## config.mk

```make
export PLATFORM = sky130hd
export DESIGN_NAME = key_event_counter
export DESIGN_NICKNAME = d
export VERILOG_FILES = /design/src/rtl/key_event_counter.sv
export SDC_FILE = /design/constraint.sdc
export NUM_CORES = 1
export LEC_CHECK = 0
export CAP_MARGIN = 0
export CELL_PAD_IN_SITES_DETAIL_PLACEMENT = 0
export CELL_PAD_IN_SITES_GLOBAL_PLACEMENT = 1
export CORE_MARGIN = 1
export CORE_UTILIZATION = 44
export DETAILED_ROUTE_END_ITERATION = 8
export PLACE_DENSITY = 0.82
export SYNTH_ARGS = -nofsm -noshare
export SYNTH_HDL_FRONTEND = slang
export SYNTH_SLANG_ARGS = --single-unit
```

## constraint.sdc

```tcl
create_clock -name clk -period 2.35 [get_ports clk]
set_input_delay 0.5875 -clock clk [delete_from_list [all_inputs] [get_ports clk]]
set_output_delay 0.5875 -clock clk [all_outputs]
set_load 0.05 [all_outputs]
```

## src/rtl/key_event_counter.sv

```systemverilog
// Debounced up/down pushbutton counter feeding the DE2 seven-segment display.
// Define KEY_COUNTER_WRAP_EN to wrap at the limits instead of saturating.
module key_event_counter #(
    parameter int unsigned DEBOUNCE_CYCLES = 500000,
    parameter int unsigned MAX_COUNT       = 9999
) (
    input  logic        clk,
    input  logic        rst,
    input  logic        key_up_n,
    input  logic        key_down_n,
    input  logic        clear,
    output logic [15:0] binary_output,
    output logic        changed
);

    localparam logic [19:0] DCNT_LAST = 20'(DEBOUNCE_CYCLES - 1);
    localparam logic [15:0] CNT_MAX   = 16'(MAX_COUNT);

    // Index 0 is the up key, index 1 the down key.
    logic [1:0]  key_raw;
    logic [1:0]  s1_q, s1_d;
    logic [1:0]  s2_q, s2_d;
    logic [1:0]  db_q, db_d;
    logic [1:0]  db_dly_q, db_dly_d;
    logic [19:0] dcnt_q [2];
    logic [19:0] dcnt_d [2];
    logic [1:0]  press;
    logic [15:0] count_q, count_d;
    logic        changed_q, changed_d;

    assign key_raw = {key_down_n, key_up_n};

    always_comb begin
        s1_d     = key_raw;
        s2_d     = s1_q;
        db_d     = db_q;
        db_dly_d = db_q;
        for (int k = 0; k < 2; k++) begin
            dcnt_d[k] = '0;
            if (s2_q[k] != db_q[k]) begin
                if (dcnt_q[k] == DCNT_LAST) begin
                    db_d[k] = s2_q[k];
                end else begin
                    dcnt_d[k] = dcnt_q[k] + 20'd1;
                end
            end
        end
    end

    // Only the accepted falling edge (press) counts; releases are ignored.
    assign press = db_dly_q & ~db_q;

    always_comb begin
        count_d = count_q;
        if (clear) begin
            count_d = '0;
        end else if (press == 2'b01) begin
            if (count_q < CNT_MAX) begin
                count_d = count_q + 16'd1;
            end
`ifdef KEY_COUNTER_WRAP_EN
            else begin
                count_d = '0;
            end
`endif
        end else if (press == 2'b10) begin
            if (count_q != '0) begin
                count_d = count_q - 16'd1;
            end
`ifdef KEY_COUNTER_WRAP_EN
            else begin
                count_d = CNT_MAX;
            end
`endif
        end
        changed_d = (count_d != count_q);
    end

    always_ff @(posedge clk) begin
        if (rst) begin
            s1_q      <= '1;
            s2_q      <= '1;
            db_q      <= '1;
            db_dly_q  <= '1;
            dcnt_q[0] <= '0;
            dcnt_q[1] <= '0;
            count_q   <= '0;
            changed_q <= 1'b0;
        end else begin
            s1_q      <= s1_d;
            s2_q      <= s2_d;
            db_q      <= db_d;
            db_dly_q  <= db_dly_d;
            dcnt_q[0] <= dcnt_d[0];
            dcnt_q[1] <= dcnt_d[1];
            count_q   <= count_d;
            changed_q <= changed_d;
        end
    end

    assign binary_output = count_q;
    assign changed       = changed_q;

endmodule

```

# Word-level counts from Yosys, hierarchy flattened

Memory sizes are Yosys's and may differ from the RTL's.
Index checks and enable logic that the tools add are counted.

RAM bits: 40
Logic and storage cells: 41
Flip-flop bits (word level): 25
Memories kept: 1

Memories:

| name   | depth | bits a word | read ports | clocked after Yosys merged registers in | wr ports | line | source |
|---|---|---|---|---|---|---|---|
| dcnt_q | 2     | 20          | 2          | 0                                       | 2        | 25   | `logic [19:0] dcnt_q [2];` |

Reductions and logical operators: 3
Multiplexer cells: 14
$add $sub $neg: 4
Bitwise operators: 4
Equality and inequality tests: 7
Order comparisons: 1

Operators by type and width:

| operator                                                     | count |
|---|---|
| 2-to-1 mux 20 bit                                            | 6 |
| 2-to-1 mux 16 bit                                            | 5 |
| adder 20 x 1 -> 20 bit, second input constant                | 2 |
| equality test 20 x 19 -> 1 bit, second input constant        | 2 |
| adder 16 x 1 -> 16 bit, second input constant                | 1 |
| less-than comparator 16 x 14 -> 1 bit, second input constant | 1 |
| inequality test 16 bit                                       | 1 |
| nonzero test 16 bit                                          | 1 |
| subtractor 16 x 1 -> 16 bit, second input constant           | 1 |
| AND reduction 2 bit                                          | 2 |
| 2-to-1 mux 1 bit                                             | 3 |
| bitwise AND 2 bit                                            | 1 |
| equality test 2 x 1 -> 1 bit, second input constant          | 1 |
| equality test 2 bit, second input constant                   | 1 |
| inequality test 1 bit                                        | 2 |
| inverter 2 bit                                               | 1 |
| bitwise OR 1 bit                                             | 2 |

# Depth between registers and ports, before layout

Depth after elaboration: 7
Gate-level depth with buffers: 8
Depth with buffers taken out: 8

# Worst setup path before layout

No wires, ideal clock.

Path type: reg-to-reg
Start: reg count_q[6] (netlist: binary_output[6])
End: reg count_q[13] (netlist: binary_output[13])
Data arrival time: 2.312 ns
Setup slack: -0.087 ns
Buffers on the path: 1
Cell stages (with the launch flop): 8
Cell sequence: dfxtp_1 buf_6 or4_4 or3_4 or4_4 a22oi_2 xnor2_1 nor2_1

Word-level cells in the longest chain between the ends: 5

Ends and longest elaborated chain:

| what                                                               | line   | source |
|---|---|---|
| start: declaration                                                 | 28     | `logic [15:0] count_q, count_d;` |
| start signal: assignment                                           | 96     | `count_q <= count_d;` |
| subtractor 16 x 1 -> 16 bit or nonzero test 16 bit (tied branches) | 68, 67 |  |
| 2-to-1 mux 16 bit                                                  | 67     | `if (count_q != '0) begin` |
| 2-to-1 mux 16 bit                                                  | 66     | `end else if (press == 2'b10) begin` |
| 2-to-1 mux 16 bit (*)                                              | 57     | `end else if (press == 2'b01) begin` |
| 2-to-1 mux 16 bit (*)                                              | 55     | `if (clear) begin` |

Every way passes the cells marked *; elsewhere a longest branch is shown, timed or not.
A chain may end at the register's enable or synchronous reset.

# Worst setup path in the final report

Start: reg count_q[3] (netlist: binary_output[3])
End: out binary_output[3]

RTL lines:

| what             | line | source |
|---|---|---|
| end: declaration | 12   | `output logic [15:0] binary_output,` |

No word-level cell between the ends.

==> flow_metrics.env <==
export IMPL_drtPass1Iterations=4
export IMPL_path_class="register to output pin"
export IMPL_critPathMaxStageDelay_ps=860
export IMPL_cp_max_fo=7
export IMPL_dp_hpwl_um=4680
export IMPL_core_um2=6870
export IMPL_initial_core_util_pct=46.0
export IMPL_setup_violations=0
export IMPL_fmax_mhz=436
export IMPL_holdWs_ps=411
export IMPL_cts_resized=1
export IMPL_cts_path_max_buffers=2
export IMPL_fillers=651
export IMPL_path_cells="clkdlybuf4s50_1"
export IMPL_worst_pin_slew_ps=660
export IMPL_fp_dieH_um=86.7
export IMPL_antenna_found_initial=0
export IMPL_ir_drop_mv=0.268
export IMPL_htreeDepth=3
export IMPL_drive_above_1_share_pct=11.4
export IMPL_ant_nets=0
export IMPL_p_leak_nw=1.31
export IMPL_wl_per_cell_um=13.3
export IMPL_dieArea_um2=7520
export IMPL_route_detailed_drc=0
export IMPL_synth_area_per_cell_um2=8.55
export IMPL_routed_wirelength_um=6650
export IMPL_io_pins=22
export IMPL_cp_required_ps=1760
export IMPL_multi_input_area_um2=1750
export IMPL_cts_root_buf="clkbuf_8"
export IMPL_final_hold_violation_count=0
export IMPL_grt_pass1_wl_um=11000
export IMPL_synthesis_instances=369
export IMPL_synth_edf_count=0
export IMPL_setup_slack_ps=56.4
export IMPL_diodes=0
export IMPL_final_core_util_pct=54.0
export IMPL_clkTransAtPathRegs_ps=80
export IMPL_power_density_nw_per_um2=572
export IMPL_hold_buffers=0
export IMPL_die_x_um=86.7
export IMPL_drt_initial_drc_count=189
export IMPL_synth_area_top_cells="dfxtp_1 41%, nor2_1 7.8%, xor2_1 7.2%, xnor2_1 5.5%, nand3_1 3.3%"
export IMPL_final_cell_area_um2=3710
export IMPL_worstSetupStartpointType="register"
export IMPL_grt_max_degree=21
export IMPL_power_mw=2.12
export IMPL_slew_headroom_pct=56.0
export IMPL_regArea_um2=1300
export IMPL_grt_pass1_vias=2332
export IMPL_end_kind="output pin"
export IMPL_area_growth_pct=17.6
export IMPL_synthArstFlopShare_pct=0
export IMPL_tns_ps=0
export IMPL_finalCritPeriodShare_pct=97.6
export IMPL_synth_top_area_share_pct=41.2
export IMPL_vias_per_cell=5.25
export IMPL_gr_total_overflow=0
export IMPL_ys_warn_count=0
export IMPL_vias=2619
export IMPL_insertion_delay_ps=340
export IMPL_cts_sinks=65
export IMPL_pre_cts_ws_ps=87.3
export IMPL_synthMostInstantiatedCell="nor2_1"
export IMPL_cap_violations=0
export IMPL_portBuffers=21
export IMPL_synth_area_um2=3160
export IMPL_hold_class="register to register"
export IMPL_placed_area_um2=3490
export IMPL_final_nets=407
export IMPL_period_needed_ps=2290
export IMPL_status="finished clean"
export IMPL_cts_tree="done"
export IMPL_post_cts_buffers=0
export IMPL_crit_buf_inv=1
export IMPL_cts_made_buffers=9
export IMPL_place_congestion=0.825
export IMPL_row_count=30
export IMPL_grt_usage_pct=18.8
export IMPL_ys_flop_type="dfxtp_1"
export IMPL_synth_net_count=378
export IMPL_dp_cells=483
export IMPL_cpMaxStageDelayCell="clkdlybuf4s50_1"
export IMPL_yosysSeqAreaShare_pct=41.2
export IMPL_crit_family="buffers and inverters"
export IMPL_rsz0062_at_grt="no"
export IMPL_finalClockSkew_ps=7.67
export IMPL_ys_ff_latch=65
export IMPL_slew_violations=0
export IMPL_synth_distinct_cells=56
export IMPL_final_cells=499
export IMPL_crit_arrival_ps=1710
export IMPL_synth_commonest_cells="66 x nor2_1, 65 x dfxtp_1, 26 x xor2_1"
export IMPL_post_synth_top_area_cell="dfxtp_1"
where the power goes:
group	switching, mW	internal (mW)	total, mW
logic	0.0211	0.0144	0.0356
clock network	0.458	0.520	0.978
registers	0.00241	1.11	1.11
routing by layer:
metal	wire (um)	track usage (%)	vias to the layer above
li1	-	-	1352
met1	3320	26.3	1193
met2	2930	27.9	66
met3	325	4.86	8
met4	76	6.36	0
met5	0	0	-
cell type report:
cell class / instances / area share (%)
clock buffers: 10 / 3.71
clock inverters: 6 / 1.79
inverters: 10 / 1.01
multi-input cells: 280 / 47.1
flip-flops and latches: 65 / 35.1
well taps: 96 / 3.24
repair buffers: 32 / 7.99
final timing paths:
path | start | end | slack [ps] | cells past startpoint
max reg2reg | binary_output[1] | changed | 140 | 7
min | s1_q[1] | s2_q[1] | 410 | 1
min reg2reg | s1_q[1] | s2_q[1] | 410 | 1
max | binary_output[3] | binary_output[3] | 60 | 1
state kept, by name (all words and copies together), names as in the netlist:
signal         flops
binary_output     16
db_dly_q           2
dcnt_q            40
changed            1
db_dly_d           2
s1_q               2
s2_q               2
cells by family after synthesis:
kind of cell	share of synthesized area, %
DFF	41.2
adders and majority gates	1.59
xor gates and xnor gates	12.8
and+or+nand+nor	33.0
muxes	0.634
AOI/OAI and AO/OA	7.09
buffers and inverters	3.69
cell usage in the layout, fill, tap and decap left out, types with 2 or more instances in the layout:
cell             synthesis  layout
buf_4                    1      11
or4_1                    2       2
nor2_1                  66      66
nor2b_1                  3       3
inv_1                   10      10
nand4_1                 14      14
a22oi_1                  2       2
and2_1                   6       6
nand2_1                 19      19
dfxtp_1                 65      63
nor3_1                  11      10
dlymetal6s2s_1           0       2
nand3_1                 21      21
xnor2_1                 20      20
clkdlybuf4s50_1          0      18
clkbuf_8                 0      10
dfxtp_2                  0       2
o31ai_1                  2       2
or2_2                    7       7
a21oi_1                  6       6
o21a_1                   2       2
or3_1                    7       7
o21ai_0                  7       7
nor4_1                   7       7
and4_1                   8       8
and3_1                   8       8
clkinvlp_4               0       3
ha_1                     4       4
nand2b_1                 2       2
or4_4                    2       2
xor2_1                  26      26
mux2i_1                  2       2
nor4bb_1                 2       2
Power figures use the tool's default switching activity.
